## src/rtl/regfile_pkg.sv

```systemverilog
// Shared widths and types for the register-file writeback scheduler.
package regfile_pkg;
   localparam int unsigned XLEN     = 32;
   localparam int unsigned REG_AW   = 5;
   localparam int unsigned NUM_REGS = 2 ** REG_AW;

   typedef logic [REG_AW-1:0] reg_addr_t;

   typedef enum logic {
      WB_ALU = 1'b0,
      WB_LSU = 1'b1
   } wb_src_e;
endpackage

```

## src/rtl/wb_rr_arbiter.sv

```systemverilog
// Two-request round-robin arbiter; bit 0 is the ALU, bit 1 the LSU.
module wb_rr_arbiter
   import regfile_pkg::*;
(
   input  logic       clk,
   input  logic       rst_n,
   input  logic [1:0] req,
   output logic [1:0] gnt
);

   wb_src_e last;

   // Reset to LSU so the ALU wins the first tie
   always_ff @(posedge clk) begin
      if (!rst_n) begin
         last <= WB_LSU;
      end else if (|gnt) begin
         last <= gnt[1] ? WB_LSU : WB_ALU;
      end
   end

   always_comb begin
      gnt = 2'b00;
      case (req)
         2'b01:   gnt = 2'b01;
         2'b10:   gnt = 2'b10;
         2'b11:   gnt = (last == WB_LSU) ? 2'b01 : 2'b10;
         default: gnt = 2'b00;
      endcase
   end

endmodule

```

## src/rtl/regfile_wb_sched.sv

```systemverilog
// Shares the register-file write port between ALU and LSU writeback and
// tracks pending destinations to stall dependent issue.
module regfile_wb_sched #(
   parameter int unsigned XLEN   = regfile_pkg::XLEN,
   parameter int unsigned REG_AW = regfile_pkg::REG_AW
) (
   input  logic              clk,
   input  logic              rst_n,
   input  logic              issue_valid,
   input  logic [REG_AW-1:0] issue_rd,
   input  logic [REG_AW-1:0] issue_rs1,
   input  logic [REG_AW-1:0] issue_rs2,
   output logic              issue_stall,
   input  logic              alu_valid,
   input  logic [REG_AW-1:0] alu_rd,
   input  logic [XLEN-1:0]   alu_data,
   output logic              alu_ready,
   input  logic              lsu_valid,
   input  logic [REG_AW-1:0] lsu_rd,
   input  logic [XLEN-1:0]   lsu_data,
   output logic              lsu_ready,
   output logic              rf_wr_en,
   output logic [REG_AW-1:0] rf_wr_addr,
   output logic [XLEN-1:0]   rf_wr_data
);

   localparam int unsigned NREGS = 2 ** REG_AW;

   logic [NREGS-1:0]  pending;
   logic [NREGS-1:0]  pending_nxt;
   logic [1:0]        gnt;
   logic              issue_accept;
   logic [REG_AW-1:0] sel_rd;
   logic [XLEN-1:0]   sel_data;
   logic              wr_en_nxt;

   wb_rr_arbiter u_arb (
      .clk   (clk),
      .rst_n (rst_n),
      .req   ({lsu_valid, alu_valid}),
      .gnt   (gnt)
   );

   assign alu_ready = gnt[0];
   assign lsu_ready = gnt[1];

   assign issue_stall  = issue_valid &&
                         (pending[issue_rs1] | pending[issue_rs2] | pending[issue_rd]);
   assign issue_accept = issue_valid && !issue_stall;

   // Clear on port write first so a same-edge set of the same register wins
   always_comb begin
      pending_nxt = pending;
      if (rf_wr_en) begin
         pending_nxt[rf_wr_addr] = 1'b0;
      end
      if (issue_accept && (issue_rd != '0)) begin
         pending_nxt[issue_rd] = 1'b1;
      end
      pending_nxt[0] = 1'b0;
   end

   always_comb begin
      sel_rd    = gnt[1] ? lsu_rd   : alu_rd;
      sel_data  = gnt[1] ? lsu_data : alu_data;
      wr_en_nxt = (|gnt) && (sel_rd != '0);
   end

   // Address and data hold when nothing is written
   always_ff @(posedge clk) begin
      if (!rst_n) begin
         pending    <= '0;
         rf_wr_en   <= 1'b0;
         rf_wr_addr <= '0;
         rf_wr_data <= '0;
      end else begin
         pending  <= pending_nxt;
         rf_wr_en <= wr_en_nxt;
         if (wr_en_nxt) begin
            rf_wr_addr <= sel_rd;
            rf_wr_data <= sel_data;
         end
      end
   end

endmodule

```

## config.mk

```make
export PLATFORM = sky130hd
export DESIGN_NAME = regfile_wb_sched
export DESIGN_NICKNAME = d
export VERILOG_FILES = /design/src/rtl/regfile_pkg.sv /design/src/rtl/wb_rr_arbiter.sv /design/src/rtl/regfile_wb_sched.sv
export SDC_FILE = /design/constraint.sdc
export NUM_CORES = 1
export LEC_CHECK = 0
export ABC_AREA = 0
export CORE_ASPECT_RATIO = 0.9
export CORE_MARGIN = 3
export CORE_UTILIZATION = 36
export CTS_BUF_LIST = sky130_fd_sc_hd__clkbuf_16
export CTS_CLUSTER_DIAMETER = 200
export DETAILED_ROUTE_END_ITERATION = 12
export PLACE_DENSITY = 0.62
export SLEW_MARGIN = 20
export SYNTH_ARGS = -nofsm -noshare
export SYNTH_HDL_FRONTEND = slang
export SYNTH_SLANG_ARGS = --single-unit
```

## constraint.sdc

```tcl
create_clock -name clk -period 4.2 [get_ports clk]
set_input_delay 0.84 -clock clk [delete_from_list [all_inputs] [get_ports clk]]
set_output_delay 0.84 -clock clk [all_outputs]
set_load 0.02 [all_outputs]
```

* Word-level counts from Yosys, hierarchy flattened
Index checks and enable logic that the tools add are counted.
Storage, ports and cells: bits in registers 71, bits of input ports 94, word-level logic and storage cells 47
Operators by class: $lt $le $gt $ge 6, equal/unequal tests 3, mux-type cells 17, bitwise operators 5, reductions and logical operators 10
Operators with widths (count):
- $mux W32 | 3
- $and A32 B32 Y32 | 1
- $not A32 Y32 | 1
- $or A32 B32 Y32 | 1
- $lt A5 B6 Y1 const B | 4
- $bmux W1 S5 | 3
- $demux W1 S5 | 2
- $ge A5 B1 Y1 const B | 2
- $reduce_bool A5 Y1 | 2
- $logic_and A1 B1 Y1 | 6
- $mux W1 | 6
- $pmux W2 S3 | 1
- $mux W5 | 1
- $eq A2 B2 Y1 const B | 2
- $eq A2 B1 Y1 const B | 1
- $mux W2 | 1
- $or A1 B1 Y1 | 2
- $reduce_or A2 Y1 | 1
- $logic_not A1 Y1 | 1

* Depth between registers and ports, before layout
word-level depth 9, mapped depth 10, mapped depth without buffers 6

* Cells and area by module
A second synthesis with hierarchy kept.
Unflattened totals: cells, all modules 410, area, all modules 4162.7 um^2
Modules (own cells, without submodules):
- regfile_wb_sched | instances 1, cells an instance 404, area an instance 4103.9 um^2, seq. area each 1381.3 um^2
- wb_rr_arbiter | instances 1, cells an instance 6, area an instance 58.8 um^2, seq. area each 20.0 um^2

* Worst setup path before layout
Ideal clock, no wire load.
path type input -> output, start point input port issue_rs1[2], end point output port issue_stall, arrival time 3.049 ns, data required time 3.360 ns, slack 0.311 ns, stages 8, path through clkbuf_1 > mux4_2 > mux2i_1 > nor2_1 > or4_1 > or3_1 > buf_2 > o41a_1
On the way: cells in the longest elaborated chain, start to end 5
Ends and longest elaborated chain:
- start, declared | RTL line regfile_wb_sched.sv:11 | input logic [REG_AW-1:0] issue_rs1,
- $bmux W1 S5 | RTL line regfile_wb_sched.sv:48 | (pending[issue_rs1] | pending[issue_rs2] | pending[issue_rd]);
- $mux W1 (implied by the code) | RTL line regfile_wb_sched.sv:48
- $or A1 B1 Y1 (2 in a row) | RTL line regfile_wb_sched.sv:48
- $logic_and A1 B1 Y1 | RTL line regfile_wb_sched.sv:47 | assign issue_stall = issue_valid &&
- end, declared | RTL line regfile_wb_sched.sv:13 | output logic issue_stall,
Every way passes these cells. The select of a mux whose other input is x is not followed.

* Worst setup path in the final report
start point input port issue_rs1[1], end point output port issue_stall
The elaborated chain is that of the path after synthesis.

==> flow_summary.json <==
{
  "numCtsBuffers": 9,
  "leakagePower_nw": 2.578,
  "start_kind": "input port",
  "drtIter0Drc": 432,
  "grt_max_degree": 48,
  "hold_buffers": 0,
  "synth_edf_count": 0,
  "port-buffer-count": 134,
  "syn_area_um2": 4210,
  "yosysTopAreaCell": "dfxtp_1",
  "drv_slew": 0,
  "dpl.hpwl_um": 11280,
  "criticalPathCategory": "in -> out",
  "clkTransAtPathRegs_ps": 60,
  "ys_warn_count": 0,
  "dieHeight_um": 108.6,
  "area_growth_pct": 46.72,
  "vias": 4413,
  "first_pass_iters": 5,
  "syn_area_per_cell_um2": 9.274,
  "clock_path_buffers": 2,
  "die_w_um": 120.0,
  "floorplan.initialDensity": 0.3784,
  "power_density_nw_per_um2": 335.1,
  "worst_clock_skew_ps": 6.112,
  "clockRootBuffer": "clkbuf_16",
  "final_nets": 685,
  "outcome": "completed",
  "ys_seq_elements": 70,
  "layout-drive-gt1-share": 0.1309,
  "final_antenna_net_count": 0,
  "gr-usage-met1": 0.2989,
  "setup_viol": 0,
  "drv_cap": 0,
  "grt_pass1_vias": 4371,
  "cts.sinks": 70,
  "clock.fmax_mhz": 246.6,
  "power_mw": 2.070,
  "grt_remaining_overflow": 0,
  "arrival_ps": 3220,
  "antenna_found_initial": 0,
  "r2r_setup_slack_ps": 1430,
  "grt_pass1_wl_um": 23540,
  "ir_drop_v": 0.0002162,
  "min_path_type": "reg -> reg",
  "fin_util": 0.5552,
  "synth_area_leaders": "dfxtp_1 (33%), mux2i_1 (11%), o211a_1 (7.8%)",
  "diodes": 0,
  "max_slew.worst_pin.slew_ps": 1120,
  "die-area_um2": 13030,
  "coreArea_um2": 11130,
  "final_hold_viol_count": 0,
  "synth.yosys.seq_area_share": 0.3328,
  "grt_usage": 0.2286,
  "cp.required_ps": 3360,
  "io_pins": 135,
  "synth.distinct_cells": 50,
  "syn_inst": 454,
  "gr-usage-met2": 0.3734,
  "rsz0062_at_grt": "no",
  "use_met3": 0.05858,
  "routedWlPerCell_um": 19.84,
  "wl_um": 14840,
  "nFillCells": 1036,
  "rows": 36,
  "drc_errors": 0,
  "end_kind": "output pin",
  "cp_max_fo": 3,
  "place_congestion": 0.9093,
  "cts_tree": "yes",
  "worst_skew_pair.late_latency_ps": 340,
  "gr-max-usage-layer": "met2",
  "async_flop_share": 0,
  "period_share": 0.9656,
  "synth_top_area_share": 0.3328,
  "htree_levels": 3,
  "ys.flop_type": "dfxtp_1",
  "syn_nets": 548,
  "via_per_inst": 5.900,
  "relSlewSlack": 0.2519,
  "finalCriticalPeriod_ps": 4056
}
-- critical path: stages --
cell and delay [ps]:
clkdlybuf4s15_2 230, mux4_2 530, mux2i_1 150, nor2_1 60, or4_1 480, or3_4 350, o41a_1 420, buf_2 160
-- cells in the mapped netlist (4+ instances only) --
master	n
o41ai_1	12
nor2_1	15
dfxtp_1	70
nor2b_1	14
mux4_2	9
o211ai_1	31
nand3_1	23
mux2i_1	47
nor3_1	5
o31ai_1	18
or3b_2	4
nand2b_1	5
inv_1	11
nand2_1	50
clkbuf_1	34
nand3b_1	5
a2111oi_0	6
a222oi_1	4
o211a_1	33
buf_1	5
-- repair_timing --
action,CTS,global route
buffers inserted,0,0
endpoints found under the setup margin,1,1
gates resized for setup,19,4
pin swaps,1,0
-- worst paths after layout --
path	startpoint	endpoint	cells past startpoint
worst max-delay path	issue_rs1[1]	issue_stall	8
worst min-delay path	rf_wr_data[3]$_SDFFE_PN0P_	rf_wr_data[3]$_SDFFE_PN0P_	1
worst max register to register	pending[29]$_SDFF_PN0_	pending[26]$_SDFF_PN0_	7
worst min register to register	rf_wr_data[3]$_SDFFE_PN0P_	rf_wr_data[3]$_SDFFE_PN0P_	1
-- sequential cells by signal, summed over array words and instances, names as in the netlist --
name        count
rf_wr_en        1
rf_wr_data     32
u_arb.last      1
pending        31
rf_wr_addr      5
-- report_power, final --
| part | switching, mW | internal [mW] | leakage (nW) |
|---|---|---|---|
| sequential | 0.0319 | 0.704 | 0.575 |
| combinational | 0.225 | 0.238 | 1.84 |
| clock | 0.294 | 0.577 | 0.164 |
-- layout by cell type, fill, tap and decap left out, drive strengths merged, types with 2 or more instances in the layout --
cell type,count
clkdlybuf4s50,125
or3b,4
dlygate4sd2,3
clkbuf,10
nand2b,5
nor2b,14
nand3b,5
bufinv,3
or4,2
nor3b,2
a2111oi,6
o21ai,3
nand2,50
nor4b,2
inv,12
o211ai,31
mux4,12
nor4,2
dfxtp,70
nand3,23
mux2i,47
and2,3
clkdlybuf4s15,2
mux2,3
nor2,15
clkinv,2
o31ai,18
a31oi,3
nand4,3
buf,39
or3,2
o2111ai,2
a222oi,4
o41ai,13
nor3,5
o211a,33
nand4b,2
and3,2
-- through the flow --
step           worst slack (ps)  hold WS [ps]  std cells  TNS, ps  cell area [um^2]
3_3_place_gp             -760.7         479.0        732   -760.7              5832
4_1_cts                   16.55         502.1        748        0              6177
3_5_place_dp             -753.8         486.7        732   -753.8              5832
2_1_floorplan             310.7         477.0        454        0              4210
6_report                  144.3         498.2        748        0              6177
5_1_grt                   55.87         519.9        748        0              6177
-- cell type report --
| type | count | area [um^2] | share of cell area |
|---|---|---|---|
| Tap cell | 152 | 190.2 | 0.03079 |
| Timing Repair Buffer | 171 | 1619 | 0.2621 |
| Clock inverter | 7 | 113.9 | 0.01843 |
| Inverter | 11 | 41.29 | 0.006684 |
| Clock buffer | 9 | 225.2 | 0.03646 |
| Multi-Input combinational cell | 328 | 2586 | 0.4187 |
| Sequential cell | 70 | 1401 | 0.2269 |
-- logic make-up (layout without fill, tap and decap cells) --
logic type	Yosys count	count (layout)	share of synthesized area
buffers and inverters	56	198	0.05676
flip-flops	70	70	0.3328
AND/OR/NAND/NOR	144	144	0.1756
AO/OA/AOI/OAI	122	122	0.2481
multiplexers	62	62	0.1866
-- metal layers --
| metal | routed length (um) | part of all wire |
|---|---|---|
| met1 | 6500 | 0.44 |
| met2 | 6926 | 0.47 |
| met3 | 1197 | 0.081 |
| met4 | 217 | 0.015 |
| met5 | 0 | 0 |
(Power assumes the default switching activity.)
